### config.mk
export PLATFORM = sky130hd
export DESIGN_NAME = z_buffer_stream_reader
export DESIGN_NICKNAME = d
export VERILOG_FILES = /design/src/rtl/z_buffer_stream_reader.sv
export SDC_FILE = /design/constraint.sdc
export NUM_CORES = 1
export LEC_CHECK = 0
export ABC_CLOCK_PERIOD_IN_PS = 3200
export CAP_MARGIN = 40
export CELL_PAD_IN_SITES_DETAIL_PLACEMENT = 1
export CELL_PAD_IN_SITES_GLOBAL_PLACEMENT = 1
export CORE_MARGIN = 1
export CORE_UTILIZATION = 41
export DETAILED_ROUTE_END_ITERATION = 6
export PLACE_DENSITY = 0.79
export REMOVE_ABC_BUFFERS = 1
export SLEW_MARGIN = 15
export SYNTH_ARGS = -nofsm -noshare
export SYNTH_HDL_FRONTEND = slang
export SYNTH_SLANG_ARGS = --single-unit
### constraint.sdc
create_clock -name clk -period 3.2 [get_ports clk]
set_input_delay 0.64 -clock clk [delete_from_list [all_inputs] [get_ports clk]]
set_output_delay 0.64 -clock clk [all_outputs]
set_load 0.05 [all_outputs]
### src/rtl/z_buffer_stream_reader.sv
// Read side of the whitened-Z sample buffer: sweeps addresses 0..DEPTH-1 per epoch and
// streams 4-lane samples on valid/ready. Define ZRD_CHECKSUM_EN to add the chk_out port.
module z_buffer_stream_reader #(
    parameter int DW      = 26,
    parameter int DEPTH   = 128,
    parameter int AW      = 7,
    parameter int EPOCH_W = 8
) (
    input  logic               clk,
    input  logic               rst_n,
    input  logic               start,
    input  logic [EPOCH_W-1:0] num_epochs,
    output logic               busy,
    output logic               done,
    output logic               mem_rd_en,
    output logic [AW-1:0]      mem_addr,
    input  logic [DW-1:0]      mem_q1,
    input  logic [DW-1:0]      mem_q2,
    input  logic [DW-1:0]      mem_q3,
    input  logic [DW-1:0]      mem_q4,
    output logic               out_valid,
    input  logic               out_ready,
    output logic [DW-1:0]      out_z1,
    output logic [DW-1:0]      out_z2,
    output logic [DW-1:0]      out_z3,
    output logic [DW-1:0]      out_z4,
    output logic [AW-1:0]      out_idx,
    output logic               out_last,
    output logic               out_final
`ifdef ZRD_CHECKSUM_EN
    ,
    output logic [DW-1:0]      chk_out
`endif
);

    typedef enum logic [1:0] {
        S_IDLE,
        S_RUN,
        S_DRAIN,
        S_DONE
    } state_t;

    typedef struct packed {
        logic [3:0][DW-1:0] z;
        logic [AW-1:0]      idx;
        logic               last;
        logic               fin;
    } entry_t;

    state_t state_q, state_next;

    logic [EPOCH_W-1:0] num_epochs_q;
    logic [EPOCH_W-1:0] epoch_q;
    logic [AW-1:0]      addr_q;

    logic               inflight_q;
    logic [AW-1:0]      inflight_idx_q;
    logic               inflight_last_q;
    logic               inflight_fin_q;

    entry_t             fifo_q [2];
    logic [1:0]         fifo_count_q;

    logic               start_ok;
    logic               rd_en;
    logic               push;
    logic               pop;
    logic               addr_at_end;
    logic               last_read;
    logic [1:0]         count_after_pop;
    logic [1:0]         credit_used;
    entry_t             push_entry;

    assign start_ok        = (state_q == S_IDLE) && start;
    assign out_valid       = (fifo_count_q != 2'd0);
    assign pop             = out_valid && out_ready;
    assign push            = inflight_q;
    assign count_after_pop = fifo_count_q - {1'b0, pop};
    // Occupancy after this cycle's pop plus the read already in flight bounds the FIFO at 2.
    assign credit_used     = count_after_pop + {1'b0, inflight_q};
    assign addr_at_end     = (addr_q == AW'(DEPTH - 1));
    assign last_read       = addr_at_end && (epoch_q == num_epochs_q - EPOCH_W'(1));

    always_comb begin
        push_entry      = '0;
        push_entry.z    = {mem_q4, mem_q3, mem_q2, mem_q1};
        push_entry.idx  = inflight_idx_q;
        push_entry.last = inflight_last_q;
        push_entry.fin  = inflight_fin_q;
    end

    always_ff @(posedge clk or negedge rst_n) begin
        if (!rst_n) begin
            state_q <= S_IDLE;
        end else begin
            // NOTE: sequential state uses non-blocking assignments so every register samples pre-edge values.
            state_q <= state_next;
        end
    end

    always_comb begin
        // NOTE: every output of this block gets a default first, so no path can infer a latch.
        state_next = state_q;
        busy       = 1'b0;
        done       = 1'b0;
        rd_en      = 1'b0;
        unique case (state_q)
            S_IDLE: begin
                if (start) begin
                    state_next = (num_epochs == '0) ? S_DONE : S_RUN;
                end
            end
            S_RUN: begin
                busy  = 1'b1;
                rd_en = (credit_used < 2'd2);
                if (rd_en && last_read) begin
                    state_next = S_DRAIN;
                end
            end
            S_DRAIN: begin
                busy = 1'b1;
                if (count_after_pop == 2'd0 && !inflight_q) begin
                    state_next = S_DONE;
                end
            end
            S_DONE: begin
                done       = 1'b1;
                state_next = S_IDLE;
            end
            default: state_next = S_IDLE;
        endcase
    end

    always_ff @(posedge clk or negedge rst_n) begin
        if (!rst_n) begin
            num_epochs_q <= '0;
            epoch_q      <= '0;
            addr_q       <= '0;
        end else if (start_ok) begin
            num_epochs_q <= num_epochs;
            epoch_q      <= '0;
            addr_q       <= '0;
        end else if (rd_en) begin
            if (addr_at_end) begin
                addr_q  <= '0;
                epoch_q <= epoch_q + EPOCH_W'(1);
            end else begin
                addr_q <= addr_q + AW'(1);
            end
        end
    end

    // Tags travel alongside the read so they line up with mem_q one cycle later.
    always_ff @(posedge clk or negedge rst_n) begin
        if (!rst_n) begin
            inflight_q      <= 1'b0;
            inflight_idx_q  <= '0;
            inflight_last_q <= 1'b0;
            inflight_fin_q  <= 1'b0;
        end else begin
            inflight_q      <= rd_en;
            inflight_idx_q  <= addr_q;
            inflight_last_q <= addr_at_end;
            inflight_fin_q  <= last_read;
        end
    end

    always_ff @(posedge clk or negedge rst_n) begin
        if (!rst_n) begin
            // NOTE: the two FIFO slots are reset because they drive out_* directly and must read 0 after reset.
            for (int i = 0; i < 2; i++) begin
                fifo_q[i] <= '0;
            end
            fifo_count_q <= 2'd0;
        end else begin
            unique case ({push, pop})
                2'b10: begin
                    fifo_q[fifo_count_q[0]] <= push_entry;
                    fifo_count_q            <= fifo_count_q + 2'd1;
                end
                2'b01: begin
                    fifo_q[0]    <= fifo_q[1];
                    fifo_count_q <= fifo_count_q - 2'd1;
                end
                2'b11: begin
                    if (fifo_count_q == 2'd2) begin
                        fifo_q[0] <= fifo_q[1];
                        fifo_q[1] <= push_entry;
                    end else begin
                        fifo_q[0] <= push_entry;
                    end
                end
                default: ;
            endcase
        end
    end

    assign mem_rd_en = rd_en;
    assign mem_addr  = addr_q;
    assign out_z1    = fifo_q[0].z[0];
    assign out_z2    = fifo_q[0].z[1];
    assign out_z3    = fifo_q[0].z[2];
    assign out_z4    = fifo_q[0].z[3];
    assign out_idx   = fifo_q[0].idx;
    assign out_last  = fifo_q[0].last;
    assign out_final = fifo_q[0].fin;

`ifdef ZRD_CHECKSUM_EN
    logic [DW-1:0] chk_q;

    // A start can only be accepted with the FIFO empty, so clear and accumulate never collide.
    always_ff @(posedge clk or negedge rst_n) begin
        if (!rst_n) begin
            chk_q <= '0;
        end else if (start_ok) begin
            chk_q <= '0;
        end else if (pop) begin
            chk_q <= chk_q ^ out_z1 ^ out_z2 ^ out_z3 ^ out_z4;
        end
    end

    assign chk_out = chk_q;
`endif

endmodule

==> summary.md <==
| Metric | Value |
|---|---|
| Largest stage delay, worst path | 450 ps |
| Util after Layout | 0.5224 |
| Finished Cell Area | 14,950 sq um |
| Num rows | 62 |
| Crit start category | flop |
| Max H-tree Level | 1 |
| Final Hold Viols | 0 |
| Global-route usage over all layers | 0.2046 |
| Yosys warnings | 0 |
| Via count | 8,398 |
| Initial core utilization | 0.4159 |
| Critical path cell sequence | or2_2 -> nand2_2 -> inv_1 -> ha_1 -> nor2b_2 -> xnor2_2 -> nand2_2 -> clkinv_2 -> buf_12 |
| Global-route wire length before repair | 48.11 mm |
| Die Span Y | 172.4 um |
| CTS tree | built |
| 1st-iter DRT viols | 510 |
| Initial antenna violation count | 4 |
| Setup Crit Path Kind | flop to primary output |
| Routed vias/inst | 5.288 |
| Final min period | 3061 ps |
| Clk_skew | 8.614 ps |
| Flop and latch count out of synthesis | 263 |
| Maximum fanout along the worst path | 4 |
| Final TNS setup | 0 ps |
| Congestion Overflow GR | 0 |
| Post-CTS Hold Buffers | 0 |
| Seq/Total Area, Yosys | 0.5528 |
| I/O pins | 240 |
| Cell Area, Synth | 11,910 sq um |
| Dpl cell area | 13,980 sq um |
| Max-slew headroom | 0.5465 |
| Final Net Count | 1,311 |
| Antenna Violating Nets Remaining | 0 |
| RSZ-0062 raised after global routing | false |
| Min-Delay Path Class | input pin to async pin |
| Syn_area_per_cell | 11.15 sq um |
| Clock latency at the later pin of the worst-skew pair | 540 ps |
| Port buffer count | 239 |
| Crit share post-route | 0.9566 |
| Fin. max-slew vios | 0 |
| Synth-to-layout area growth | 25.60% |
| Root Driver | clkbuf_16 |
| Least-Margin Pin Slew | 680.3 ps |
| Leakage power | 6.280 nW |
| Share of layout cells above drive strength 1 | 0.1647 |
| Worst-path clk slew | 60 ps |
| Worst VDD drop | 0.8245 mV |
| CTS buffer count | 29 |
| R2R Setup Slk | 520 ps |
| Die width | 172.4 um |
| Reg2Reg Depth | 11 |
| Routability Congestion | 0.8200 |
| Crit-path slowest cell | dfrtp_2 |
| DR DRC count | 0 |
| Final setup fails | 0 |
| Critical path required time | 2560 ps |
| Crit path DAT | 2420 ps |
| WL/cell | 19.25 um |
| CTS Sinks | 263 |
| Core area | 28,630 sq um |
| Cells after synthesis | 1,068 |
| Clock Path Buffers | 3 |
| PD cells | 1236 nW/um^2 |
| Vias in the first global route | 8,928 |
| Detailed placement HPWL | 19.81 mm |
| Die ar. | 29,720 sq um |
| Synth cell types | 44 |
| Top cell by count, worst path | nand2_2 |
| Total of max-cap violations | 0 |
| Largest net degree at the start of global routing | 121 |
| Pwr Total | 18.48 mW |
| Run status | complete, no violations |
| Max Clock Freq | 0.3267 GHz |
| DRT Wirelength | 30.57 mm |
| First-pass detailed-route iteration total | 5 |
| Critical path capture point type | primary output |
## critical path: cells and delay by family, from the launching register on
family | cells | cell delay [ps]
xor+xnor | 1 | 150
simple gates | 4 | 690
buf+inv | 3 | 290
flops | 1 | 450
fa+ha+maj | 1 | 310
## placed cells by master (no fill, tap or decap), drive strengths merged, types with 2 or more instances in the layout
cell / n
dfrtp: 263
clkdlybuf4s50: 237
nor2: 135
a21oi: 118
a22oi: 113
mux2: 113
clkbuf: 44
nand2: 37
buf: 24
xor2: 14
xnor2: 14
ha: 13
inv: 11
nand3: 6
o21ai: 6
nand4: 6
nor3: 4
clkinv: 4
and3: 4
nor4: 4
nand3b: 3
nor2b: 3
diode: 2
o21bai: 2
a211oi: 2
a31oi: 2
or3: 2
nand2b: 2
o21a: 2
o31ai: 2
## cell families after synthesis
family,after synthesis,synth area share
AO/OA/AOI/OAI,251,0.1328
flip-flops,263,0.5528
adder cells (fa/ha/maj),13,0.01366
buffers and inverters,188,0.09585
XOR/XNOR,28,0.02060
AND/OR/NAND/NOR,212,0.07735
multiplexers,113,0.1069
## Yosys cell counts, drive strengths merged
master	n	area [sq um]
o31ai	2	20.02
and2	1	6.260
or2b	1	7.510
or4b	1	10.01
nor2	135	506.7
mux2	113	1272
a21oi	118	590.6
nor4	4	40.04
xor2	14	122.6
xnor2	14	122.6
nor4bb	1	10.01
a221oi	1	8.760
clkinv	1	3.750
o21bai	2	15.01
and4	1	8.760
a22o	1	8.760
or2	1	6.260
a31oi	2	12.51
a211oi	2	15.01
o21a	2	15.01
or3	2	12.51
nand3	6	30.03
o31a	1	8.760
inv	9	33.78
nand4	6	43.79
nor2b	3	18.77
a22oi	113	848.3
nand2	37	138.9
o21ai	6	30.03
dfrtp	263	6581
clkbuf	42	157.7
a31o	1	8.760
nor3	4	20.02
ha	13	162.7
nand2b	2	12.51
nand3b	3	22.52
buf	136	945.9
and3	4	26.28
## what timing repair did
action | 4_1_cts | 5_1_grt
endpoints found under the setup margin | 1 | 1
pin swaps | 2 | 1
gates resized for setup | 6 | 2
buffers inserted | 1 | 1
## per-stage QoR
step	setup WS, ps	cells	hold slack, ps
after global routing	31.56	1588	113.4
after CTS	35.25	1585	103.1
final	138.7	1588	62.72
after global placement	210.9	1533	445.5
after detailed placement	149.6	1533	442.6
after floorplan	-5411	890	344.4
## worst paths after layout
path | startpoint | endpoint
max | fifo_count_q[1] | mem_rd_en
min | rst_n | out_z2[23]
max reg2reg | fifo_count_q[1] | epoch_q[7]
min reg2reg | mem_addr[6] | inflight_idx_q[6]
max in group asynchronous | rst_n | out_z4[24]
min in group clk | mem_addr[6] | inflight_idx_q[6]
## metal layers
metal / routed length [um] / share of wire / track usage / up-vias
met5: 13 / 0.00043 / 0 / -
met4: 590 / 0.019 / 0.05848 / 2
met3: 1740 / 0.057 / 0.03708 / 43
met2: 15510 / 0.51 / 0.3543 / 203
met1: 12720 / 0.42 / 0.2605 / 4294
li1: - / - / - / 3856
## report_power, final
| part | switching (mW) | internal [mW] |
|---|---|---|
| combinational | 5.95 | 3.47 |
| sequential | 0.914 | 4.90 |
| clock | 1.34 | 1.91 |
| total | 8.20 | 10.3 |
## final cells by class
type	count	area, sq um
diodes	2	5.005
clock buffers	44	852.1
clock inverters	7	72.57
fillers	2950	13670
inverters	10	38.79
multi-input cells	617	4235
flip-flops and latches	263	6584
well taps	384	480.5
repair buffers	261	2685
## flip-flops by register name (all words and copies together) (netlist names), 2 cells and up
register / count
fifo_q: 113
out_z1: 26
out_z2: 26
out_z3: 26
out_z4: 26
epoch_q: 8
num_epochs_q: 8
inflight_idx_q: 7
mem_addr: 7
out_idx: 7
fifo_count_q: 2
state_q: 2
No activity file was read; power rests on OpenSTA's default activity.
